`config.mk`:
```
export PLATFORM = sky130hd
export DESIGN_NAME = mem_wb_stage_flat
export DESIGN_NICKNAME = d
export VERILOG_FILES = /design/src/rtl/mem_wb_stage_pkg.sv /design/src/rtl/mem_wb_stage_if.sv /design/src/rtl/mem_wb_stage_load_formatter.sv /design/src/rtl/mem_wb_stage.sv /design/src/flat_wrapper.sv
export SDC_FILE = /design/constraint.sdc
export NUM_CORES = 1
export LEC_CHECK = 0
export ABC_AREA = 0
export BUFFER_PORTS_ARGS = -buffer_cell sky130_fd_sc_hd__buf_4
export CAP_MARGIN = 20
export CORE_AREA = 5 5 97 168
export DETAILED_ROUTE_END_ITERATION = 6
export DIE_AREA = 0 0 102 173
export GPL_TIMING_DRIVEN = 1
export PLACE_DENSITY = 0.74
export REMOVE_ABC_BUFFERS = 1
export SYNTH_ARGS = -nofsm -noshare
export SYNTH_HDL_FRONTEND = slang
export SYNTH_SLANG_ARGS = --single-unit
```
`constraint.sdc`:
```
create_clock -name clk -period 4.6 [get_ports clk]
set_input_delay 1.38 -clock clk [delete_from_list [all_inputs] [get_ports clk]]
set_output_delay 1.38 -clock clk [all_outputs]
set_load 0.02 [all_outputs]
```
`src/rtl/mem_wb_stage_pkg.sv`:
```
// Shared load/store encodings for the MEM and WB stages, plus the misaligned-load rule.
package mem_wb_stage_pkg;

    typedef enum logic [2:0] {
        LOAD_LB  = 3'b000,
        LOAD_LH  = 3'b001,
        LOAD_LW  = 3'b010,
        LOAD_LBU = 3'b100,
        LOAD_LHU = 3'b101
    } load_funct3_e;

    typedef enum logic [1:0] {
        MEM_SIZE_BYTE = 2'b00,
        MEM_SIZE_HALF = 2'b01,
        MEM_SIZE_WORD = 2'b10
    } mem_size_e;

    // Byte loads can never be misaligned; only halfword and word loads are checked.
    function automatic logic load_misaligned(logic mem_to_reg, logic [2:0] funct3, logic [1:0] addr);
        logic half_bad;
        logic word_bad;
        half_bad = ((funct3 == LOAD_LH) || (funct3 == LOAD_LHU)) && addr[0];
        word_bad = (funct3 == LOAD_LW) && (addr != 2'b00);
        return mem_to_reg && (half_bad || word_bad);
    endfunction

endpackage

```
`src/rtl/mem_wb_stage_if.sv`:
```
// MEM/WB stage bus: MEM-side inputs, stall/flush control, data-memory read data and WB outputs.
interface mem_wb_stage_if #(
    parameter int XLEN      = 32,
    parameter int INSTRET_W = 64
);
    logic                 stall_i;
    logic                 flush_i;
    logic                 mem_valid_i;
    logic                 mem_reg_write_i;
    logic                 mem_mem_to_reg_i;
    logic [4:0]           mem_rd_i;
    logic [XLEN-1:0]      mem_alu_result_i;
    logic [2:0]           mem_load_funct3_i;
    logic [XLEN-1:0]      dmem_read_data_i;
    logic                 wb_valid_o;
    logic                 wb_reg_write_o;
    logic [4:0]           wb_rd_o;
    logic [XLEN-1:0]      wb_write_data_o;
    logic                 wb_load_misaligned_o;
    logic [INSTRET_W-1:0] instret_o;

    modport master (
        output stall_i, flush_i, mem_valid_i, mem_reg_write_i, mem_mem_to_reg_i,
               mem_rd_i, mem_alu_result_i, mem_load_funct3_i, dmem_read_data_i,
        input  wb_valid_o, wb_reg_write_o, wb_rd_o, wb_write_data_o,
               wb_load_misaligned_o, instret_o
    );

    modport slave (
        input  stall_i, flush_i, mem_valid_i, mem_reg_write_i, mem_mem_to_reg_i,
               mem_rd_i, mem_alu_result_i, mem_load_funct3_i, dmem_read_data_i,
        output wb_valid_o, wb_reg_write_o, wb_rd_o, wb_write_data_o,
               wb_load_misaligned_o, instret_o
    );
endinterface

```
`src/rtl/mem_wb_stage_load_formatter.sv`:
```
// Extracts and extends the addressed byte/halfword of a loaded word; combinational only.
module load_formatter
    import mem_wb_stage_pkg::*;
#(
    parameter int XLEN = 32
) (
    input  logic [XLEN-1:0] word,
    input  logic [1:0]      offset,
    input  logic [2:0]      funct3,
    output logic [XLEN-1:0] formatted
);

    logic [7:0]  byte_lane;
    logic [15:0] half_lane;

    always_comb begin
        byte_lane = word[{offset, 3'b000} +: 8];
        half_lane = word[{offset[1], 4'b0000} +: 16];
        case (funct3)
            LOAD_LB:  formatted = {{(XLEN-8){byte_lane[7]}}, byte_lane};
            LOAD_LBU: formatted = {{(XLEN-8){1'b0}}, byte_lane};
            LOAD_LH:  formatted = {{(XLEN-16){half_lane[15]}}, half_lane};
            LOAD_LHU: formatted = {{(XLEN-16){1'b0}}, half_lane};
            default:  formatted = word;
        endcase
    end

endmodule

```
`src/rtl/mem_wb_stage.sv`:
```
// MEM/WB pipeline register: captures MEM results, formats load data in WB, counts retirements.
module mem_wb_stage
    import mem_wb_stage_pkg::*;
#(
    parameter int XLEN      = 32,
    parameter int INSTRET_W = 64
) (
    input  logic           clk,
    input  logic           rst_n,
    mem_wb_stage_if.slave  bus
);

    logic                 valid_q;
    logic                 reg_write_q;
    logic                 mem_to_reg_q;
    logic [4:0]           rd_q;
    logic [XLEN-1:0]      alu_q;
    logic [2:0]           funct3_q;
    logic                 misaligned_q;
    logic                 hold_valid_q;
    logic [XLEN-1:0]      hold_q;
    logic [INSTRET_W-1:0] instret_q;
    logic [XLEN-1:0]      formatted;

    // Flush wins over stall so a bubble can be inserted even while WB is frozen.
    always_ff @(posedge clk or negedge rst_n) begin
        if (!rst_n) begin
            valid_q      <= 1'b0;
            reg_write_q  <= 1'b0;
            mem_to_reg_q <= 1'b0;
            rd_q         <= 5'd0;
            alu_q        <= '0;
            funct3_q     <= 3'b000;
            misaligned_q <= 1'b0;
        end else if (bus.flush_i) begin
            valid_q      <= 1'b0;
            reg_write_q  <= 1'b0;
            misaligned_q <= 1'b0;
        end else if (!bus.stall_i) begin
            valid_q      <= bus.mem_valid_i;
            reg_write_q  <= bus.mem_reg_write_i;
            mem_to_reg_q <= bus.mem_mem_to_reg_i;
            rd_q         <= bus.mem_rd_i;
            alu_q        <= bus.mem_alu_result_i;
            funct3_q     <= bus.mem_load_funct3_i;
            misaligned_q <= load_misaligned(bus.mem_mem_to_reg_i, bus.mem_load_funct3_i,
                                            bus.mem_alu_result_i[1:0]);
        end
    end

    // The SRAM output is only trustworthy in the first stalled cycle, so freeze it there.
    always_ff @(posedge clk or negedge rst_n) begin
        if (!rst_n) begin
            hold_valid_q <= 1'b0;
            hold_q       <= '0;
        end else if (bus.stall_i) begin
            if (!hold_valid_q) begin
                hold_q       <= formatted;
                hold_valid_q <= 1'b1;
            end
        end else begin
            hold_valid_q <= 1'b0;
        end
    end

    always_ff @(posedge clk or negedge rst_n) begin
        if (!rst_n) begin
            instret_q <= '0;
        end else if (valid_q && !misaligned_q && !bus.stall_i) begin
            instret_q <= instret_q + INSTRET_W'(1);
        end
    end

    load_formatter #(
        .XLEN (XLEN)
    ) u_load_formatter (
        .word      (bus.dmem_read_data_i),
        .offset    (alu_q[1:0]),
        .funct3    (funct3_q),
        .formatted (formatted)
    );

    assign bus.wb_valid_o           = valid_q;
    assign bus.wb_reg_write_o       = valid_q & reg_write_q & ~misaligned_q & (rd_q != 5'd0);
    assign bus.wb_rd_o              = rd_q;
    assign bus.wb_write_data_o      = mem_to_reg_q ? (hold_valid_q ? hold_q : formatted) : alu_q;
    assign bus.wb_load_misaligned_o = valid_q & misaligned_q;
    assign bus.instret_o            = instret_q;

endmodule

```
`src/flat_wrapper.sv`:
```
// flat-port wrapper written by rule: the top's interface ports become plain ports
module mem_wb_stage_flat import mem_wb_stage_pkg::*;
#(
    parameter int XLEN      = 32,
    parameter int INSTRET_W = 64
)
  (clk, rst_n, bus_stall_i, bus_flush_i, bus_mem_valid_i, bus_mem_reg_write_i, bus_mem_mem_to_reg_i, bus_mem_rd_i, bus_mem_alu_result_i, bus_mem_load_funct3_i, bus_dmem_read_data_i, bus_wb_valid_o, bus_wb_reg_write_o, bus_wb_rd_o, bus_wb_write_data_o, bus_wb_load_misaligned_o, bus_instret_o);
  mem_wb_stage_if #(.XLEN(XLEN), .INSTRET_W(INSTRET_W)) bus_i ();
  input  logic clk;
  input  logic rst_n;
  input wire logic [$bits(bus_i.stall_i)-1:0] bus_stall_i;
  input wire logic [$bits(bus_i.flush_i)-1:0] bus_flush_i;
  input wire logic [$bits(bus_i.mem_valid_i)-1:0] bus_mem_valid_i;
  input wire logic [$bits(bus_i.mem_reg_write_i)-1:0] bus_mem_reg_write_i;
  input wire logic [$bits(bus_i.mem_mem_to_reg_i)-1:0] bus_mem_mem_to_reg_i;
  input wire logic [$bits(bus_i.mem_rd_i)-1:0] bus_mem_rd_i;
  input wire logic [$bits(bus_i.mem_alu_result_i)-1:0] bus_mem_alu_result_i;
  input wire logic [$bits(bus_i.mem_load_funct3_i)-1:0] bus_mem_load_funct3_i;
  input wire logic [$bits(bus_i.dmem_read_data_i)-1:0] bus_dmem_read_data_i;
  output wire logic [$bits(bus_i.wb_valid_o)-1:0] bus_wb_valid_o;
  output wire logic [$bits(bus_i.wb_reg_write_o)-1:0] bus_wb_reg_write_o;
  output wire logic [$bits(bus_i.wb_rd_o)-1:0] bus_wb_rd_o;
  output wire logic [$bits(bus_i.wb_write_data_o)-1:0] bus_wb_write_data_o;
  output wire logic [$bits(bus_i.wb_load_misaligned_o)-1:0] bus_wb_load_misaligned_o;
  output wire logic [$bits(bus_i.instret_o)-1:0] bus_instret_o;
  assign bus_i.stall_i = bus_stall_i;
  assign bus_i.flush_i = bus_flush_i;
  assign bus_i.mem_valid_i = bus_mem_valid_i;
  assign bus_i.mem_reg_write_i = bus_mem_reg_write_i;
  assign bus_i.mem_mem_to_reg_i = bus_mem_mem_to_reg_i;
  assign bus_i.mem_rd_i = bus_mem_rd_i;
  assign bus_i.mem_alu_result_i = bus_mem_alu_result_i;
  assign bus_i.mem_load_funct3_i = bus_mem_load_funct3_i;
  assign bus_i.dmem_read_data_i = bus_dmem_read_data_i;
  assign bus_wb_valid_o = bus_i.wb_valid_o;
  assign bus_wb_reg_write_o = bus_i.wb_reg_write_o;
  assign bus_wb_rd_o = bus_i.wb_rd_o;
  assign bus_wb_write_data_o = bus_i.wb_write_data_o;
  assign bus_wb_load_misaligned_o = bus_i.wb_load_misaligned_o;
  assign bus_instret_o = bus_i.instret_o;
  mem_wb_stage #(.XLEN(XLEN), .INSTRET_W(INSTRET_W)) u_core (.clk(clk), .rst_n(rst_n), .bus(bus_i));
endmodule
```
======== Word level (Yosys, flattened, before mapping) ========
Cells that the tools add are included.
word-level totals
  bits in registers ....................... 141
  output and inout bits ................... 104
  bits of input ports ..................... 79
cells by class
  equal/unequal tests ..................... 7
  multiplexer cells ....................... 10
  reductions and logical operators ........ 13
  bitwise operators ....................... 7
  add/subtract/negate cells ............... 1
  shift operators ......................... 2
operator list
  operator                 count
  $pmux W32 S4             1
  $add A64 B1 Y64 const B  1
  $mux W32                 2
  $shiftx A32 B6 Y16       1
  $shiftx A32 B6 Y8        1
  $eq A3 B3 Y1 const B     3
  $mux W1                  7
  $eq A3 B1 Y1 const B     2
  $logic_and A1 B1 Y1      5
  $reduce_bool A5 Y1       1
  $and A1 B1 Y1            4
  $eq A3 B2 Y1 const B     1
  $logic_not A3 Y1         1
  $not A1 Y1               3
  $logic_not A1 Y1         2
  $logic_or A1 B1 Y1       2
  $ne A2 B1 Y1 const B     1
  $reduce_and A2 Y1        1
  $reduce_bool A2 Y1       1

======== Depth between registers and ports, before layout ========
Gate-level depths: netlist (run 1).
  depth after elaboration ................. 7
  depth in mapped cells ................... 8
  depth with buffers taken out ............ 6

======== Modules after synthesis ========
Synthesis (run 1) repeated with hierarchy kept, for this count alone.
unflattened totals
  cell total of the unflattened synthesis .. 682
  area total of the unflattened synthesis .. 7219.4 um^2
modules (own cells, without submodules)
  module          cells each  instances  area each (um^2)
  mem_wb_stage    573         1          6591.3
  load_formatter  109         1          628.1

======== Worst setup path after synthesis (run 1) ========
No wires, ideal clock.
  kind .................................... input -> output
  start ................................... input port bus_dmem_read_data_i[31]
  end ..................................... output port bus_wb_write_data_o[21]
  cell stages on the path ................. 6
  required time ........................... 3.220 ns
  setup slack ............................. 0.508 ns
  data arrival time ....................... 2.712 ns
  buffers on the path ..................... 1
  cells stage by stage .................... mux2_2 -> a22oi_2 -> a21oi_1 -> nor3b_2 -> buf_2 -> a21oi_1
on the way
  longest elaborated chain between the ends .. 4
RTL lines
  item                                                     line                                                                  RTL
  start, declared                                          flat_wrapper.sv:19                                                    input wire logic [$bits(bus_i.dmem_read_data_i)-1:0] bus_dmem_read_data_i;
  $shiftx A32 B6 Y16 or $shiftx A32 B6 Y8 (tied branches)  mem_wb_stage_load_formatter.sv:18, mem_wb_stage_load_formatter.sv:17
  $pmux W32 S4 (*)                                         mem_wb_stage_load_formatter.sv:19                                     case (funct3)
  $mux W32 (*) (2 in series)                               mem_wb_stage.sv:86                                                    assign bus.wb_write_data_o = mem_to_reg_q ? (hold_valid_q ? hold_q : formatted) : alu_q;
  end, declared                                            flat_wrapper.sv:23                                                    output wire logic [$bits(bus_i.wb_write_data_o)-1:0] bus_wb_write_data_o;
Every way passes the cells marked *; elsewhere a longest branch is shown, timed or not.

======== Worst setup path after layout (run 1) ========
Same ends and word-level chain as after synthesis.

==> impl_metrics.yaml, run 1 <==
worst_setup_path:
  crit_chain: "buf_4 > mux2_2 > a22oi_2 > a21oi_1 > nor3b_2 > buf_4 > a21oi_1 > buf_4"
  crit_type: "primary input to primary output"
  required_ns: 3.22
  crit_path_frequent_cell: "buf_4"
  slowest_stage: "mux2_2"
  critical_path_arrival_ns: 2.87
  end_kind: "primary output"
  crit_family: "buffers and inverters"
  crit_path_max_fanout: 16
  start_kind: "primary input"
  max_stage_delay_ns: 0.28
  cp_num_buf_inv: 3
cells_and_area:
  layout_commonest_cell: "buf_4"
  post_route_cells_drive_above_1_share_pct: 34.86
  num-nets-final: 942
  fill_cells: 1193
  syn_to_final_growth_pct: 29.92
  mostFrequentLayoutCells: "buf_4, dfrtp_1, nand2_1, a21oi_1, nor2_1"
  n_antenna_cell: 0
sta:
  fin_skew_ns: 0.01235
  final_hold_viol_count: 0
  timing.fmax_ghz: 0.2351
  fin_crit_ns: 4.254
  setup-violations-final: 0
  slew_headroom_pct: 44.67
  finalSetupTns_ns: 0
  slew_viol_final: 0
  grt_setup_unrepaired: "false"
  finalHoldWorstSlack_ns: 0.4670
  fin_crit_sh_pct: 92.47
  tightestPinTransition_ns: 0.8299
clock_network:
  cts_root_buffer: "clkbuf_16"
  cts-hold-fix-buffers: 0
  post_cts_buffers: 0
  cts.sinks: 141
  cts_resized: 0
  clock_latency_ns: 0.41
  htree_levels: 4
  clockBufferDepth: 2
  cts.reportedPaths.clkPinSlew_ns: 0.05
  cts_tree: "yes"
  numCtsBuffers: 17
placed_design:
  port_buffers: 182
  post-dp-hpwl_mm: 14.87
  gp_congestion: 0.9489
pwr:
  p_switching_mw: 1.089
  p_sw_share_pct: 30.36
  pwr-share-clk_pct: 37.3
  p_int_mw: 2.497
  irDropWorstVdd_uv: 220.6
  p_leak_nw: 4.247
  p_comb_share_pct: 22.0
  seq_power_share_pct: 40.7
  powerDensity_mw_per_mm2: 389.6
floorplanning:
  core_mm2: 0.01469
  die-area_mm2: 0.01765
  rows: 59
  die_w_um: 102
  fp.dieH_um: 173
  start_util_pct: 48.22
  io_pins: 183
synth:
  yosys.area.top_type: "dfrtp_1"
  synth_edf_count: 0
  synth_flop_cell: "dfrtp_1"
  synth_top_area_share_pct: 49.81
  synth_seq_cells: 141
  ys_seq_area_share_pct: 49.81
  ys_async_sr_fraction_pct: 100.0
  yosysWarnings: 0
  syn_area_mm2: 0.007083
  synth_area_per_cell_um2: 10.37
  postSynthCellCount: 683
  synthTopCellsByArea: "dfrtp_1, mux2_2, xnor2_1, a21oi_1, xor2_1"
  synth.distinct_cells: 54
job:
  max-cap-violations: 0
route:
  vias: 5978
  drt-initial-drc-count: 214
  dr.pass1.iters: 4
  remaining_drc_errors: 0
  post_drt_wl_per_cell_um: 18.81
  drt_wl_total_mm: 19.91
  viasPerCell: 5.650
  ant_nets: 0
global_route:
  grt_pass1_wl_mm: 32.14
  grt_pass1_vias: 6481
  track_usage_pct: 22.76
  antenna_found_initial: 0
  grt_max_degree: 89
  grt_overflow_total: 0
hold_path:
  min_path_type: "flip-flop to flip-flop"
outcome:
  outcome: "finished clean"
==> power by group through the flow <==
stage	Combinational (mW)	Sequential (mW)	Clock [mW]
2_1_floorplan	0.405	1.50	0
3_5_place_dp	0.791	1.48	0
3_3_place_gp	0.777	1.47	0
6_report	0.787	1.46	1.34
4_1_cts	0.795	1.46	1.37
5_1_grt	0.856	1.48	1.41
==> worst paths after layout <==
check	startpoint	end	slack, ns	cells past startpoint
max	bus_dmem_read_data_i[31]	bus_wb_write_data_o[21]	0.35	8
min	u_core.hold_q[8]$_DFFE_PN0P_	u_core.hold_q[8]$_DFFE_PN0P_	0.47	2
max reg2reg	u_core.hold_valid_q$_DFF_PN0_	u_core.hold_q[31]$_DFFE_PN0P_	2.28	6
min reg2reg	u_core.hold_q[8]$_DFFE_PN0P_	u_core.hold_q[8]$_DFFE_PN0P_	0.47	2
max in group asynchronous	rst_n	u_core.alu_q[13]$_DFFE_PN0P_	2.63	2
min in group asynchronous	rst_n	u_core.alu_q[19]$_DFFE_PN0P_	1.01	1
==> worst register-to-register path, stage by stage, from the launching register on <==
cell	delay, ns
dfrtp_1	0.32
buf_4	0.35
clkinv_1	0.54
nand2_1	0.56
nor2_1	0.09
buf_4	0.22
a21oi_1	0.19
==> flip-flops by register name, indices dropped and copies added, names as in the netlist <==
name / flops
u_core.alu_q: 32
u_core.bus.instret_o: 64
u_core.bus.wb_rd_o: 5
u_core.bus.wb_valid_o: 1
u_core.funct3_q: 3
u_core.hold_q: 32
u_core.hold_valid_q: 1
u_core.mem_to_reg_q: 1
u_core.misaligned_q: 1
u_core.reg_write_q: 1
==> metrics by stage <==
| stage | power, mW | cells | cell area (um2) | utilization, % | setup WS (ns) |
|---|---|---|---|---|---|
| 2_1_floorplan | 1.907 | 648 | 6925 | - | 0.3635 |
| 3_3_place_gp | 2.246 | 1026 | 8630 | 58.74 | 0.4042 |
| 3_5_place_dp | 2.269 | 1026 | 8630 | 58.74 | 0.3540 |
| 4_1_cts | 3.619 | 1058 | 9203 | 62.64 | 0.3498 |
| 5_1_grt | 3.744 | 1058 | 9203 | 62.64 | 0.2126 |
| 6_report | 3.585 | 1058 | 9203 | 62.64 | 0.3464 |
==> layer usage <==
metal / wire length [um] / track usage (%) / part of all wire, %
met1: 7337 / 25.24 / 37
met2: 10350 / 39.03 / 52
met3: 1385 / 5.403 / 7.0
met4: 832 / 12.53 / 4.2
met5: 0 / 0 / 0
==> layout make-up <==
cell class / instances / area [um2] / area share, %
flip-flops and latches: 141 / 3528 / 38.34
multi-input cells: 491 / 3344 / 36.34
repair buffers: 195 / 1468 / 15.95
clock buffers: 18 / 439.2 / 4.772
well taps: 183 / 229.0 / 2.488
clock inverters: 14 / 133.9 / 1.455
inverters: 16 / 60.06 / 0.6526
==> synthesized netlist by cell type, types with 2 or more instances <==
master / count
buf_2: 3
nor2_1: 51
a22o_1: 10
buf_6: 3
nand3b_1: 16
xnor2_1: 34
inv_1: 15
mux2_2: 47
nand2b_1: 2
a31oi_1: 2
o221ai_1: 2
nor4_1: 5
and3_1: 5
o31ai_1: 2
buf_1: 2
a21oi_1: 55
or3_1: 3
dfrtp_1: 141
o22ai_1: 2
o22a_1: 10
nor2b_1: 8
nand2_1: 63
mux2i_1: 15
nand4_1: 18
nand3_1: 24
nor3_2: 12
nor4_2: 3
clkbuf_1: 27
o211ai_1: 3
xor2_1: 29
and2_1: 2
nor3_1: 13
and4_1: 2
o21ai_0: 31
o221a_2: 3
nor3b_2: 2
==> kinds of logic (layout without fill, tap and decap cells) <==
group / after synthesis / in the layout / share of synthesized area (%)
mux: 62 / 62 / 9.592
buf+inv: 51 / 243 / 3.074
compound gates: 127 / 127 / 11.09
xor+xnor: 63 / 63 / 7.790
flops: 141 / 141 / 49.81
simple gates: 238 / 238 / 18.46
fa+ha+maj: 1 / 1 / 0.1766
Note: power is estimated with default switching activity, not from simulation.
==> run 2, diff against run 1 <==
--- a/config.mk
+++ b/config.mk
@@ -8,11 +8,13 @@
 export ABC_AREA = 0
 export BUFFER_PORTS_ARGS = -buffer_cell sky130_fd_sc_hd__buf_4
 export CAP_MARGIN = 20
-export CORE_AREA = 5 5 97 168
+export CELL_PAD_IN_SITES_DETAIL_PLACEMENT = 1
+export CELL_PAD_IN_SITES_GLOBAL_PLACEMENT = 1
+export CORE_AREA = 5 5 102 176
 export DETAILED_ROUTE_END_ITERATION = 6
-export DIE_AREA = 0 0 102 173
+export DIE_AREA = 0 0 107 181
 export GPL_TIMING_DRIVEN = 1
-export PLACE_DENSITY = 0.74
+export PLACE_DENSITY = 0.86
 export REMOVE_ABC_BUFFERS = 1
 export SYNTH_ARGS = -nofsm -noshare
 export SYNTH_HDL_FRONTEND = slang
==> impl_metrics.yaml, run 2 (synthesis results as in run 1) <==
sta:
  finalSetupTns_ns: 0
  slew_headroom_pct: 55.02
  setup-violations-final: 0
  setup_slack_ns: 0.2379
  fin_skew_ns: 0.01382
  fin_crit_ns: 4.362
  fin_crit_sh_pct: 94.83
  timing.fmax_ghz: 0.2292
  slew_viol_final: 0
  final_hold_viol_count: 0
  grt_setup_unrepaired: "false"
  tightestPinTransition_ns: 0.6748
clock_network:
  cts.sinks: 141
  clockBufferDepth: 2
  cts.reportedPaths.clkPinSlew_ns: 0.07
  post_cts_buffers: 0
  clock_latency_ns: 0.42
  cts-hold-fix-buffers: 0
  cts_root_buffer: "clkbuf_16"
  htree_levels: 4
  cts_tree: "yes"
  numCtsBuffers: 17
  cts_resized: 0
cells_and_area:
  num-nets-final: 941
  largest_register_ffs: 64
  post_route_cells_drive_above_1_share_pct: 34.67
  mostFrequentLayoutCells: "buf_4, dfrtp_1, nand2_1, a21oi_1, nor2_1"
  syn_to_final_growth_pct: 30.88
  postLayoutCellArea_mm2: 0.009270
  layout_commonest_cell: "buf_4"
  fin_util_pct: 56.90
  n_antenna_cell: 0
global_route:
  grt_pass1_vias: 6781
  grt_max_degree: 113
  grt_overflow_total: 0
  grt_pass1_wl_mm: 37.14
  antenna_found_initial: 0
  track_usage_pct: 24.30
placed_design:
  pre_cts_ws_ns: 0.2973
  post-dp-hpwl_mm: 16.26
  port_buffers: 182
  gp_congestion: 0.8619
  dpl-instance-area_mm2: 0.008626
floorplanning:
  fp.dieH_um: 181
  rows: 62
  core_mm2: 0.01629
  io_pins: 183
  start_util_pct: 43.48
  die_w_um: 107
  die-area_mm2: 0.01937
worst_setup_path:
  crit_type: "flip-flop to primary output"
  crit_path_max_fanout: 13
  end_kind: "primary output"
  required_ns: 3.22
  start_kind: "flip-flop"
  critical_path_arrival_ns: 2.98
outcome:
  outcome: "finished clean"
route:
  viasPerCell: 5.686
  drt_wl_total_mm: 22.64
  ant_nets: 0
  vias: 6061
  post_drt_wl_per_cell_um: 21.24
  remaining_drc_errors: 0
  drt-initial-drc-count: 240
  dr.pass1.iters: 4
hold_path:
  min_path_type: "flip-flop to flip-flop"
pwr:
  p_leak_nw: 4.256
  powerDensity_mw_per_mm2: 400.2
  irDropWorstVdd_uv: 232.7
job:
  max-cap-violations: 0
-- run 2: cell types whose count changed in the layout (fill, tap and decap cells not counted), sizes merged --
| cell | delta |
|---|---|
| buf | -1 |
| clkbuf | +2 |
| bufinv | +2 |
| clkinv | -4 |
| inv | -3 |
| clkinvlp | +3 |
-- run 2: power breakdown --
group          internal (mW)  switching [mW]
Clock                  0.887           0.553
Sequential              1.37          0.0985
Combinational          0.361           0.445
-- run 2: area by class of cell --
class                   count  area (um2)
fillers                  1822        7020
flip-flops and latches    141        3528
multi-input cells         491        3344
repair buffers            194        1480
clock buffers              20       456.7
well taps                 192       240.2
clock inverters            12       160.2
inverters                  16       60.06
-- run 2: path summary, 6_finish.rpt --
kind / start / to / slack (ns) / depth (start not counted)
worst max-delay path: u_core.funct3_q[1]$_DFFE_PN0P_ / bus_wb_write_data_o[11] / 0.24 / 6
worst min-delay path: u_core.bus.instret_o[63]$_DFFE_PN0P_ / u_core.bus.instret_o[63]$_DFFE_PN0P_ / 0.47 / 1
worst max register to register: u_core.funct3_q[1]$_DFFE_PN0P_ / u_core.hold_q[10]$_DFFE_PN0P_ / 2.16 / 5
worst min register to register: u_core.bus.instret_o[63]$_DFFE_PN0P_ / u_core.bus.instret_o[63]$_DFFE_PN0P_ / 0.47 / 1
max in group asynchronous: rst_n / u_core.hold_q[13]$_DFFE_PN0P_ / 2.79 / 3
min in group asynchronous: rst_n / u_core.alu_q[19]$_DFFE_PN0P_ / 0.79 / 1
-- run 2: per-layer routing --
metal	global-route usage, %	vias up	part of all wire (%)
met1	27.71	3050	38
li1	-	2780	-
met4	7.732	0	2.2
met3	4.393	31	5.2
met2	45.13	200	55
met5	0	-	0
-- run 2: critical path: stages, from the launching register on --
cell	delay (ns)
dfrtp_1	0.55
nor3b_2	0.58
a22oi_2	0.21
or2_2	0.40
o31ai_2	0.42
o22a_1	0.25
buf_4	0.15
-- run 2: through the flow --
stage	instances	total power, mW	hold slack [ns]
after CTS	1065	3.744	0.4754
after detailed placement	1033	2.284	0.4627
final	1066	3.710	0.4736
after global placement	1033	2.256	0.4535
after floorplan	648	1.907	0.4405
after global routing	1066	3.879	0.4872
